==> config.mk <==
export PLATFORM = sky130hd
export DESIGN_NAME = ipsxb_uart_tx_32bit
export DESIGN_NICKNAME = d
export VERILOG_FILES = /design/src/rtl/ipsxb_uart_tx_32bit.sv
export SDC_FILE = /design/constraint.sdc
export NUM_CORES = 1
export LEC_CHECK = 0
export BUFFER_PORTS_ARGS = -buffer_cell sky130_fd_sc_hd__buf_2
export CORE_UTILIZATION = 52
export DETAILED_ROUTE_END_ITERATION = 10
export PLACE_DENSITY = 0.75
export SLEW_MARGIN = 20
export SYNTH_ARGS = -nofsm -noshare
export SYNTH_HDL_FRONTEND = slang
export SYNTH_SLANG_ARGS = --single-unit
==> constraint.sdc <==
create_clock -name clk -period 2.3 [get_ports clk]
set_input_delay 0 -clock clk [delete_from_list [all_inputs] [get_ports clk]]
set_output_delay 0 -clock clk [all_outputs]
set_load 0.01 [all_outputs]
==> src/rtl/ipsxb_uart_tx_32bit.sv <==
// ipsxb_uart_tx_32bit
// Serializes a 32-bit word as four 8N1 UART bytes, least-significant byte
// first. Words arrive over a request/accept handshake from the control block.
//
// Ports:
//   clk            system clock, rising edge
//   rst            synchronous active-high reset
//   tx_data        word to send, held stable while tx_data_req is high
//   tx_data_req    word-available request
//   tx_data_valid  one-cycle accept pulse (word captured on this edge)
//   txd            serial output, idles high
//   busy           high from accept until the end of the last stop bit
//
// state | meaning
// IDLE  | line high, waiting for a request
// START | start bit (low) for one bit period
// DATA  | eight data bits, LSB first, from the shift register
// STOP  | stop bit (high); loops back to START until all four bytes are sent
module ipsxb_uart_tx_32bit #(
  parameter int CLK_DIV_P = 72
) (
  input  logic        clk,
  input  logic        rst,
  input  logic [31:0] tx_data,
  input  logic        tx_data_req,
  output logic        tx_data_valid,
  output logic        txd,
  output logic        busy
);

  localparam int CW = $clog2(CLK_DIV_P);
  localparam logic [CW-1:0] BAUD_LAST = CW'(CLK_DIV_P - 1);

  typedef enum logic [1:0] {
    S_IDLE,
    S_START,
    S_DATA,
    S_STOP
  } state_t;

  state_t        state_q, state_d;
  logic [CW-1:0] baud_q, baud_d;
  logic [2:0]    bit_q, bit_d;
  logic [1:0]    byte_q, byte_d;
  logic [31:0]   shift_q, shift_d;
  logic          txd_q, txd_d;
  logic          valid_q, valid_d;
  logic          busy_q, busy_d;
  logic          baud_end;

  always_comb begin
    state_d  = state_q;
    baud_d   = baud_q + 1'b1;
    bit_d    = bit_q;
    byte_d   = byte_q;
    shift_d  = shift_q;
    valid_d  = 1'b0;
    baud_end = (baud_q == BAUD_LAST);

    case (state_q)
      S_IDLE: begin
        baud_d = '0;
        if (tx_data_req) begin
          shift_d = tx_data;
          byte_d  = 2'd0;
          bit_d   = 3'd0;
          valid_d = 1'b1;
          state_d = S_START;
        end
      end
      S_START: begin
        if (baud_end) begin
          baud_d  = '0;
          bit_d   = 3'd0;
          state_d = S_DATA;
        end
      end
      S_DATA: begin
        if (baud_end) begin
          baud_d  = '0;
          // Eight shifts per byte leave the next byte in shift_q[7:0].
          shift_d = shift_q >> 1;
          bit_d   = bit_q + 3'd1;
          if (bit_q == 3'd7) begin
            state_d = S_STOP;
          end
        end
      end
      S_STOP: begin
        if (baud_end) begin
          baud_d = '0;
          if (byte_q == 2'd3) begin
            state_d = S_IDLE;
          end else begin
            byte_d  = byte_q + 2'd1;
            state_d = S_START;
          end
        end
      end
      default: begin
        state_d = S_IDLE;
        baud_d  = '0;
      end
    endcase

    // Outputs are registered from the next state so they line up with it.
    case (state_d)
      S_START: txd_d = 1'b0;
      S_DATA:  txd_d = shift_d[0];
      default: txd_d = 1'b1;
    endcase
    busy_d = (state_d != S_IDLE);
  end

  always_ff @(posedge clk) begin
    if (rst) begin
      state_q <= S_IDLE;
      baud_q  <= '0;
      bit_q   <= 3'd0;
      byte_q  <= 2'd0;
      shift_q <= 32'd0;
      txd_q   <= 1'b1;
      valid_q <= 1'b0;
      busy_q  <= 1'b0;
    end else begin
      state_q <= state_d;
      baud_q  <= baud_d;
      bit_q   <= bit_d;
      byte_q  <= byte_d;
      shift_q <= shift_d;
      txd_q   <= txd_d;
      valid_q <= valid_d;
      busy_q  <= busy_d;
    end
  end

  assign txd           = txd_q;
  assign tx_data_valid = valid_q;
  assign busy          = busy_q;

endmodule

---- Word-level counts from Yosys, hierarchy flattened ----
Cells that the tools add are included.
storage, ports and cells
  flip-flop bits (word level) ............. 49
  input port bits ......................... 35
  memories kept ........................... 0
  bits in writable memories ............... 0
  latch bits .............................. 0
  output and inout port bits .............. 3
  ROM bits ................................ 0
cells by class
  muxes and demuxes ....................... 22
  bitwise logic cells ..................... 1
  add/sub/neg operators ................... 3
  reductions and logical operators ........ 10
  $mul .................................... 0
  equal/unequal tests ..................... 13
  div/mod/pow operators ................... 0
  order comparisons ....................... 0
  shifts and indexed selects .............. 0
operators by type and width
  cell                   number
  $mux W32               2
  $pmux W32 S2           1
  $mux W2                8
  $pmux W7 S2            1
  $ne A2 B2 Y1 const B   5
  $mux W3                3
  $pmux W3 S3            1
  $eq A2 B2 Y1 const B   4
  $pmux W2 S4            1
  $reduce_and A4 Y1      2
  $add A7 B1 Y7 const B  1
  $eq A7 B7 Y1 const B   1
  $mux W7                1
  $reduce_bool A2 Y1     3
  $eq A2 B1 Y1 const B   2
  $pmux W2 S2            1
  $add A3 B1 Y3 const B  1
  $eq A3 B3 Y1 const B   1
  $reduce_and A3 Y1      1
  $reduce_bool A3 Y1     1
  $reduce_or A3 Y1       1
  $add A2 B1 Y2 const B  1
  $logic_not A2 Y1       1
  $mux W1                2
  other kinds (3)        3

---- Depth between registers and ports, before layout ----
Gate-level depths: netlist of the first run.
  depth after elaboration ................. 6
  mapped depth ............................ 7
  mapped depth without buffers ............ 6

---- Worst setup path after synthesis of the first run ----
OpenSTA, ideal clock, no wires.
  path kind ............................... reg2reg
  from .................................... reg baud_q[4]
  to ...................................... reg txd_q, in the netlist txd
  library setup time ...................... 0.128 ns
  setup slack ............................. 0.521 ns
  stages on the path, launching flop included .. 5
  path buffers ............................ 0
  data required time ...................... 2.172 ns
  clock period less this slack ............ 1.779 ns
  data arrival time ....................... 1.651 ns
  cell sequence ........................... dfxtp_1 -> or4b_4 -> or3_1 -> a222oi_1 -> a2bb2oi_1
on the way
  word-level cells in the longest chain between the ends .. 5
  elaborated cells on any way between the ends .. 10
  classes of those cells .................. 3 x eq/ne; 7 x mux
RTL lines
  item                                                 line        source
  start, declared                                      42          logic [CW-1:0] baud_q, baud_d;
  start signal, assigned                               127         baud_q <= baud_d;
  $eq A7 B7 Y1 (*)                                     58          baud_end = (baud_q == BAUD_LAST);
  $mux W2, on equally long branches                    90, 72, 79
  $pmux W2 S4                                          60          case (state_q)
  $eq A2 B2 Y1 / $eq A2 B1 Y1 (equally long branches)  107         case (state_d)
  $pmux W1 S2 (*)                                      107
  end signal, assigned                                 131         txd_q <= txd_d;
  end, declared                                        46          logic txd_q, txd_d;
Every way passes the cells marked *; elsewhere a longest branch is shown, timed or not. The select of a mux whose other input is x is not followed.
A chain may end at the register's enable or synchronous reset.

---- Final worst setup path of the first run ----
Ends and elaborated chain as after synthesis.

==> impl_results.md, run 1 <==
* Status: finished clean
* Pleak at 0.981 nW
* Tightest Pin Transition at 550 ps
* Cells after Synth at 234
* Clock Path Buffers at 2
* Num CTS Buffers at 5
* Pwr Density at 621 nW/um^2
* Clk slew on worst S/H paths at 90 ps
* Critical path arrival at 2090 ps
* Worst-Skew Late Latency at 290 ps
* Ports at 38
* Port Buf Inserts at 37
* Yosys warning count at 0
* Root Driver: clkbuf_8
* Top cells by area, synth: dfxtp_1 (48%), a22oi_1 (11%), a21oi_1 (8.6%)
* Routed Antenna Nets at 0
* DRC viols at 0
* Antenna violations before repair at 0
* Drt pass-1 iters at 5
* M1 wire length at 2010 um
* Via/cell ratio at 5.56
* Placed insts at 309
* Setup violators final at 0
* Hpwl dp at 2910 um
* Synth cell types at 34
* Period utilization at 82.9%
* Post-CTS Setup Bufs at 0
* First-pass GRT wire length at 7640 um
* Final Hold Vio Count at 0
* RSZ-0062 raised after global routing: false
* GPL Wtd Cong at 0.801
* Yosys reg bits at 49
* Die Ht at 64.6 um
* Final WL at 4530 um
* Initial DRC count at 199
* Met2 WL at 2230 um
* Routed met3 length at 254 um
* Routed length per instance at 13.6 um
* Worst Setup Start Kind: flop
* H-tree levels at 2
* Overflow after GRT at 0
* Top cell type's share of synthesized area at 48.2%
* Vias at 1858
* Max VDD drop at 0.451 mV
* Share of cells above drive strength 1 at 20.6%
* Area growth, synth to finish at 24.4%
* Peak Freq at 524 MHz
* CORE AREA at 3720 um^2
* Setup TNS at 0 ps
* Hold WC Path Type: in2reg
* Worst Clk Skew at 4.07 ps
* Die width at 64.6 um
* CP Class: reg2reg
* Post-Syn Area per Cell at 8.69 um^2
* GRT Util Overall at 23.3%
* Period minus WS final at 1910 ps
* Antenna fix cells at 0
* # rows at 22
* Top Metal Used: met4
* CTS tree: done
* Mapped cell area at 2030 um^2
* Worst Path Max Fanout at 6
* Sequential area share after synthesis at 48.2%
* # Max-Cap Violations at 0
* Slew headroom at 62.9%
* Critical Path Sink Type: flop
* Yosys top cell by area: dfxtp_1
* Final #Nets at 324
* Largest net degree at the start of global routing at 35
* Die footprint at 4170 um^2
* Clock sink count at 49
* Syn_nets at 273
* Initial Utilization at 54.7%
* Crit path required time at 2480 ps
* Non-Filler Instances at 334
* Vias in the first global route at 1712
* Pins Over Slew Limit at 0
[critical path: stages, from the launching register on]
cell and delay, ps:
dfxtp_1 360, or4b_4 580, or3_1 410, a222oi_1 330, a2bb2oi_1 110
[path summary, 6_finish.rpt]
check / startpoint / end / slack [ps] / cells past startpoint
worst min register to register: baud_q[0] / baud_q[0] / 450 / 1
worst max-delay path: baud_q[4] / txd / 390 / 4
worst min-delay path: tx_data[10] / shift_q[10] / 3 / 3
worst max register to register: baud_q[4] / txd / 390 / 4
[area by class of cell]
cell class / instances / area [um^2]
fill: 310 / 1180
sequential: 49 / 981
multi-input combinational: 163 / 973
timing repair buffer: 62 / 415
clock buffer: 5 / 68.8
tap: 48 / 60.1
clock inverter: 3 / 17.5
inverter: 4 / 15.0
[metrics by stage]
stage | total power [W] | hold WS (ps) | setup slack (ps) | cell area (um^2) | util, %
final | 0.00157 | 3.07 | 393 | 2530 | 68.1
after floorplan | 0.00102 | 143 | 521 | 2030 | -
after CTS | 0.00159 | 0.791 | 393 | 2520 | 67.8
after detailed placement | 0.00108 | 247 | 387 | 2270 | 61.2
after global routing | 0.00165 | 6.26 | 276 | 2530 | 68.1
after global placement | 0.00108 | 252 | 459 | 2270 | 61.2
[per-layer routing]
metal  up-vias  global-route usage [%]
met3         4                    5.81
met2        48                    38.7
met5         -                       0
met1       862                    29.1
met4         0                    8.33
li1        944                       -
[synth_stat cells]
master and instances:
nor2_1 15, nand2_1 39, inv_1 4, mux2i_1 2, nor3_1 1, a222oi_1 1
or4b_4 1, a22oi_1 31, nor2_2 1, a221oi_1 1, xnor2_1 2, and4b_1 1
dfxtp_1 49, xor2_1 4, and2_1 3, o2111ai_1 1, ha_1 4, nand3_1 2
a31oi_1 1, and3_1 1, nand4_1 5, o221ai_1 1, nor4b_1 1, or3_1 2
a21oi_1 35, o41ai_1 1, a2bb2oi_1 2, nor3b_1 1, o21ai_0 1, or3b_2 1
mux2_2 1, buf_2 5, or4_1 1, clkbuf_1 13
[where the power goes]
part | switching [W] | total (W) | leakage (nW) | internal (W)
Combinational | 0.0000867 | 0.000174 | 0.536 | 0.0000876
Sequential | 0.0000226 | 0.000910 | 0.401 | 0.000887
Clock | 0.000277 | 0.000487 | 0.0439 | 0.000210
[layout by cell type (no fill, tap or decap), types with 2 or more instances in the layout]
cell	instances
ha_1	4
buf_4	8
dlygate4sd3_1	17
a2bb2oi_1	2
nand3_1	2
a22oi_1	31
and2_1	3
xor2_1	4
dfxtp_1	49
clkbuf_8	5
buf_2	37
xnor2_1	2
nand2_1	39
clkinv_2	2
nor2_1	15
nand4_1	5
mux2i_1	2
inv_1	4
a21oi_1	34
or3_1	2
[cells by family (layout without fill, tap and decap cells)]
| group | after synthesis | after routing | synth area share [%] |
|---|---|---|---|
| mux | 3 | 3 | 1.54 |
| compound gates | 75 | 75 | 23.7 |
| xor+xnor | 6 | 6 | 2.58 |
| buf+inv | 22 | 74 | 4.37 |
| simple gates | 75 | 75 | 17.2 |
| fa+ha+maj | 4 | 4 | 2.46 |
| flops | 49 | 49 | 48.2 |
[timing repair]
item / in CTS / in global routing
hold endpoints to repair: 16 / 1
hold buffers: 16 / 1
resized for setup: 0 / 0
[sequential cells by signal, indices dropped and copies added, names as in the netlist]
register	count
baud_q	7
bit_q	3
busy	1
byte_q	2
shift_q	32
state_q	2
tx_data_valid	1
txd	1
(Power assumes the default switching activity.)
==> run 2, diff against run 1 <==
clock period = 1.9 ns   (was 2.3 ns; I/O delays follow)
==> impl_results.md, run 2 (synthesis gave the netlist of run 1 again) <==
* Clock sink count at 49 (unchanged)
* Die Ht at 64.6 um (unchanged)
* Setup TNS at 0 ps (unchanged)
* Via/cell ratio at 5.39 (-3.1%)
* Worst Hold Depth at 3 (unchanged)
* P_int at 0.00146 W (+23%)
* Worst Path Max Fanout at 6 (unchanged)
* # Max-Cap Violations at 0 (unchanged)
* Top reg by flops: shift_q
* Clock power frac at 31.3% (+0.3 points)
* Multi-input gate area at 978 um^2 (+0.51%)
* Routed length per instance at 12.7 um (-6.3%)
* Max VDD drop at 0.467 mV (+3.5%)
* Post-CTS Setup Bufs at 0 (unchanged)
* Ports at 38 (unchanged)
* CORE AREA at 3720 um^2 (unchanged)
* Largest registers: shift_q: 32 flops, baud_q: 7 flops, bit_q: 3 flops
* Hold Startpoint: tx_data[25]
* Share of cells above drive strength 1 at 20.7% (+0.049 points)
* Hold WC Path Type: in2reg
* Period utilization at 96.6% (+14 points)
* Switching share of power at 24.6% (-0.036 points)
* GPL Wtd Cong at 0.870 (+8.6%)
* Worst-Skew Late Latency at 300 ps (about the same)
* Period minus WS final at 1840 ps (-71.5 ps)
* Worst Setup Start Kind: flop
* Clk slew on worst S/H paths at 90 ps (about the same)
* Clock Path Buffers at 2 (unchanged)
* FF+latch area at 981 um^2 (unchanged)
* Tightest Pin Transition at 453 ps (-97.1 ps)
* Final WL at 4360 um (-3.7%)
* R2R Setup Slk at 60 ps (-330 ps)
* FF-to-FF End: txd
* Routed Antenna Nets at 0 (unchanged)
* Vias in the first global route at 1645 (-3.9%)
* Max reg flops at 32 (unchanged)
* Die width at 64.6 um (unchanged)
* H-tree levels at 2 (unchanged)
* Final Hold Vio Count at 0 (unchanged)
* Crit Reg-Reg Startpoint: baud_q[5]
* Worst Clk Skew at 11.1 ps (+7.03 ps)
* Crit path required time at 2080 ps (-400 ps)
* First-pass GRT wire length at 7430 um (-2.7%)
* Slew headroom at 69.4% (+6.6 points)
* Worst setup startpoint: baud_q[5]
* Critical path arrival at 2010 ps (-80 ps)
* Fin worst setup slack at 64.8 ps (-329 ps)
* Final #Nets at 333 (+2.8%)
* Most common cell after layout, fill and taps aside: dfxtp_1
* Num CTS Buffers at 5 (unchanged)
* Pwr Density at 730 nW/um^2 (+18%)
* Pins Over Slew Limit at 0 (unchanged)
* # rows at 22 (unchanged)
* Largest net degree at the start of global routing at 35 (unchanged)
* Die footprint at 4170 um^2 (unchanged)
* Area growth, synth to finish at 30.1%
* CTS tree: done
* Sequential power share at 56.9% (-1.0 points)
* Pleak at 1.03 nW (+5.2%)
* Peak Freq at 545 MHz (+3.9%)
* Critical Path Sink Type: flop
* Most frequent cells in the layout: dfxtp_1 (49), nand2_1 (39), buf_2 (37), a21oi_1 (34), a22oi_1 (31)
* Root Driver: clkbuf_8
* Port Buf Inserts at 37 (unchanged)
* Setup violators final at 0 (unchanged)
* Vias at 1848 (-0.54%)
* Antenna violations before repair at 0 (unchanged)
* Drt pass-1 iters at 5 (unchanged)
* Status: finished clean
* Pre-CTS setup slack at 80.8 ps (-306 ps)
* # fillers at 299 (-3.5%)
* CP Class: reg2reg
* Antenna fix cells at 0 (unchanged)
* Hpwl dp at 2770 um (-4.8%)
* RSZ-0062 raised after global routing: false
* Initial DRC count at 121 (-39%)
* Overflow after GRT at 0 (unchanged)
* Initial Utilization at 54.7% (unchanged)
* Psw at 0.000474 W (+23%)
* Worst r2r path cells at 4 (unchanged)
* Hold EP: shift_q[25]
* DRC viols at 0 (unchanged)
* GRT Util Overall at 23.0% (-0.32 points)
* Comb pwr share at 11.8% (+0.7 points)
run 2: cell types whose count changed in the layout (fill, tap and decap cells not counted):
cell           before  now
buf_12              0    2
clkbuf_1            0    1
clkinv_2            2    1
clkinvlp_4          1    0
dlygate4sd3_1      17   24
inv_6               0    1
or3_1               2    1
or3_4               0    1
run 2: timing repair:
action | 4_1_cts | 5_1_grt
hold buffers | 23 | 1
gates resized for setup | 0 | 1
endpoints found under the hold margin | 23 | 1
endpoints found under the setup margin | 0 | 1
run 2: stage by stage:
step           std cells  power, W  util, %  area [um^2]  hold slack [ps]
6_report             343   0.00193     71.2         2650             1.46
5_1_grt              343   0.00201     71.2         2650             14.1
4_1_cts              342   0.00194     70.8         2630            0.237
3_3_place_gp         311   0.00131     62.3         2310              231
3_5_place_dp         311   0.00131     62.3         2310              245
2_1_floorplan        234   0.00123        -         2030              143
run 2: metal layers:
layer	GRT usage [%]	vias up	part of all wire, %
li1	-	957	-
met1	31.2	836	49
met2	35.5	49	45
met3	4.58	6	4.5
met4	9.17	0	1.3
met5	0	-	0
run 2: how the worst max path moves through the flow:
stage                      to  slack, ps
final                     txd         60
after global routing      txd        0.2
after CTS                 txd         40
after detailed placement  txd         80
after global placement    txd        100
after floorplan           txd        120
run 2: final cells by class:
cell class	count	area share, %
Clock buffer	6	2.74
Clock inverter	2	0.520
Inverter	4	0.567
Multi-Input combinational cell	163	37.0
Sequential cell	49	37.1
Tap cell	48	2.27
Timing Repair Buffer	71	19.9
run 2: power groups by stage:
stage / Sequential, W / Clock, W / Combinational [W]
2_1_floorplan: 0.00112 / 0 / 0.000117
3_3_place_gp: 0.00112 / 0 / 0.000187
3_5_place_dp: 0.00112 / 0 / 0.000190
4_1_cts: 0.00110 / 0.000610 / 0.000226
5_1_grt: 0.00111 / 0.000654 / 0.000254
6_report: 0.00110 / 0.000605 / 0.000228
run 2: critical path: stages, from the launching register on:
cell and delay (ps):
dfxtp_1 350, or4b_4 560, or3_4 400, a222oi_1 300, a2bb2oi_1 110
==> run 3, diff against run 2 <==
ABC_AREA = 1   (was default)
CORE_MARGIN = 1   (was default)
CORE_UTILIZATION = 50   (was 52)
clock period = 1.5 ns   (was 1.9 ns; I/O delays follow)
==> impl_results.md, run 3 <==
* Status: finished with violations
* Failing checks: setup timing
* Syn_nets at 358 (+31%)
* Vias at 2177 (+18%)
* Worst Path Max Fanout at 6 (unchanged)
* Cells after Synth at 319 (+36%)
* Clock sink count at 49 (unchanged)
* Count leader, synth: nand2_1
* Simple-Gate Fraction of Synth Area at 36.5% (+19 points)
* Die width at 69.3 um (+7.3%)
* Period minus WS final at 1500 ps (-330 ps)
* Vias in the first global route at 1747 (+6.2%)
* Most frequent cells in the layout: nand2_1 (81), nor2_1 (49), dfxtp_1 (45), nand3_1 (41), buf_2 (37)
* # Max-Cap Violations at 0 (unchanged)
* Hold WC Path Type: in2reg
* Slew headroom at 75.7% (+6.3 points)
* Pins Over Slew Limit at 0 (unchanged)
* Final WL at 5050 um (+16%)
* Xor-xnor portion of the synthesized cell area at 0.774% (-1.8 points)
* CP Class: reg2reg
* Mapped cell area at 2260 um^2 (+11%)
* Pleak at 1.36 nW (+32%)
* Setup violators final at 2 (+2)
* Yosys reg bits at 49 (unchanged)
* Synth cell types at 25 (-26%)
* Period utilization at 100% (+3.7 points)
* Clock Path Buffers at 2 (unchanged)
* Worst Clk Skew at 5.70 ps (-5.41 ps)
* Overflow after GRT at 0 (unchanged)
* Port Buf Inserts at 37 (unchanged)
* CTS tree: done
* Top reg by flops: shift_q
* Ports at 38 (unchanged)
* Antenna violations before repair at 0 (unchanged)
* Pwr Density at 968 nW/um^2 (+33%)
* # rows at 24 (+9.1%)
* Final Hold Vio Count at 0 (unchanged)
* Critical path arrival at 1690 ps (-320 ps)
* Area growth, synth to finish at 26.3%
* Via/cell ratio at 5.20 (-3.6%)
* Routed length per instance at 12.1 um (-5.2%)
* Predominant post-synthesis flop cell: dfxtp_1
* Post-Syn Area per Cell at 7.10 um^2 (-18%)
* Max VDD drop at 0.670 mV (+44%)
* Top cells by area, synth: dfxtp_1 (43%), nand2_1 (14%), nand3_1 (9.3%)
* Largest registers: shift_q: 32 flops, baud_q: 7 flops, bit_q: 3 flops
* Pwr Total at 0.00277 W (+43%)
* Yosys warning count at 0 (unchanged)
* Die Ht at 69.3 um (+7.3%)
* Fin worst setup slack at -4.97 ps (-69.8 ps)
* Largest net degree at the start of global routing at 36 (+2.9%)
* H-tree levels at 2 (unchanged)
* Finished Cell Area at 2860 um^2 (+8.0%)
* DRC viols at 0 (unchanged)
* Hpwl dp at 3140 um (+13%)
* Most common cell after layout, fill and taps aside: nand2_1
* Placed instance area at 2490 um^2 (+7.5%)
* Number of flops mapped to enable cells by yosys at 0 (unchanged)
* Top cell type's share of synthesized area at 43.3% (-4.9 points)
* Initial DRC count at 74 (-39%)
* Async SR Flop Fraction at 0% (unchanged)
* Drt pass-1 iters at 7 (+2)
* Antenna fix cells at 0 (unchanged)
* Largest family of logic cells by synthesized area: simple AND/OR/NAND/NOR gates
* Final #Nets at 405 (+22%)
* Peak Freq at 664 MHz (+22%)
* Num CTS Buffers at 5 (unchanged)
* Worst Setup Start Kind: flop
* Die footprint at 4800 um^2 (+15%)
* Pre-CTS setup slack at -17.7 ps (-98.5 ps)
* First-pass GRT wire length at 7430 um (unchanged)
* Crit path required time at 1680 ps (-400 ps)
* Root Driver: clkbuf_8
* Routed Antenna Nets at 0 (unchanged)
* Most frequent cells after synthesis: nand2_1 (85), nor2_1 (50), dfxtp_1 (49)
* Multiplexer area fraction after synthesis at 0% (-1.5 points)
* Initial Utilization at 52.0% (-2.8 points)
* Tightest Pin Transition at 364 ps (-88.9 ps)
* Max reg flops at 32 (unchanged)
* GPL Wtd Cong at 0.777 (-11%)
* Post-layout util at 65.7% (-5.6 points)
* Worst-Skew Late Latency at 300 ps (about the same)
* GRT Util Overall at 18.9% (-4.1 points)
* Critical Path Sink Type: flop
* Synth Area in Adders at 2.21% (-0.25 points)
* Post-synthesis compound-gate area fraction at 9.51% (-14 points)
* Yosys top cell by area: dfxtp_1
* Clk slew on worst S/H paths at 90 ps (about the same)
* CORE AREA at 4350 um^2 (+17%)
* Sequential area share after synthesis at 43.3% (-4.9 points)
* RSZ-0062 raised after global routing: true
* Share of cells above drive strength 1 at 30.2% (+9.6 points)
-- run 3: changes by cell type after synthesis, sizes merged, moves of 3 or more --
cell   before  now
a22oi      31    0
and2        3    0
inv         4   17
nand4       5    0
nand2      39   86
nand3       2   43
nor2       16   54
-- run 3: per-layer routing --
layer  part of all wire (%)  track usage (%)  vias up
li1                       -                -     1124
met1                     46             25.2      983
met2                     48             29.9       60
met3                    5.2             5.23       10
met4                    1.4             5.44        0
met5                      0                0        -
-- run 3: kinds of logic after synthesis --
logic type	after synthesis
adder cells (fa/ha/maj)	4
flip-flops	49
AO/OA/AOI/OAI	40
XOR/XNOR	2
buffers and inverters	34
AND/OR/NAND/NOR	190
-- run 3: per-stage QoR --
stage,instances,TNS [ps],hold WS (ps)
5_1_grt,419,-1710,40.5
3_5_place_dp,402,-114,239
3_3_place_gp,402,0,235
2_1_floorplan,319,0,110
4_1_cts,412,-7.11,30.0
6_report,419,-8.50,42.7
-- run 3: final cells by class --
class,count,area (um^2)
clock inverter,1,30.0
clock buffer,7,86.3
timing repair buffer,57,382
fill,399,1500
tap,52,65.1
sequential,49,986
inverter,17,63.8
multi-input combinational,236,1250
-- run 3: final timing paths --
check | slack [ps] | depth (start not counted) | endpoint | start
worst min register to register | 470 | 2 | byte_q[1] | byte_q[1]
worst min-delay path | 40 | 5 | shift_q[27] | tx_data[27]
worst max-delay path | -5 | 9 | shift_q[12] | baud_q[1]
worst max register to register | -5 | 9 | shift_q[12] | baud_q[1]
-- run 3: power by group --
part	internal (W)	total, W	switching [W]	leakage [nW]
sequential	0.00137	0.00141	0.0000447	0.403
combinational	0.000172	0.000388	0.000216	0.901
clock	0.000544	0.000967	0.000423	0.0585
-- run 3: repair_timing --
item	CTS	global route
hold buffers	1	0
pin swaps	2	3
hold endpoints to repair	1	0
cloned	0	2
setup buffers	1	5
endpoints found under the setup margin	34	34
gates resized for setup	8	40
-- run 3: worst max-delay path, cell delays in order, from the launching register on --
cell	delay (ps)
dfxtp_2	360
ha_4	150
nand2_2	60
inv_2	90
nand3_4	100
nor2_8	180
a21oi_4	90
buf_4	180
a21oi_1	130
nor2_1	50
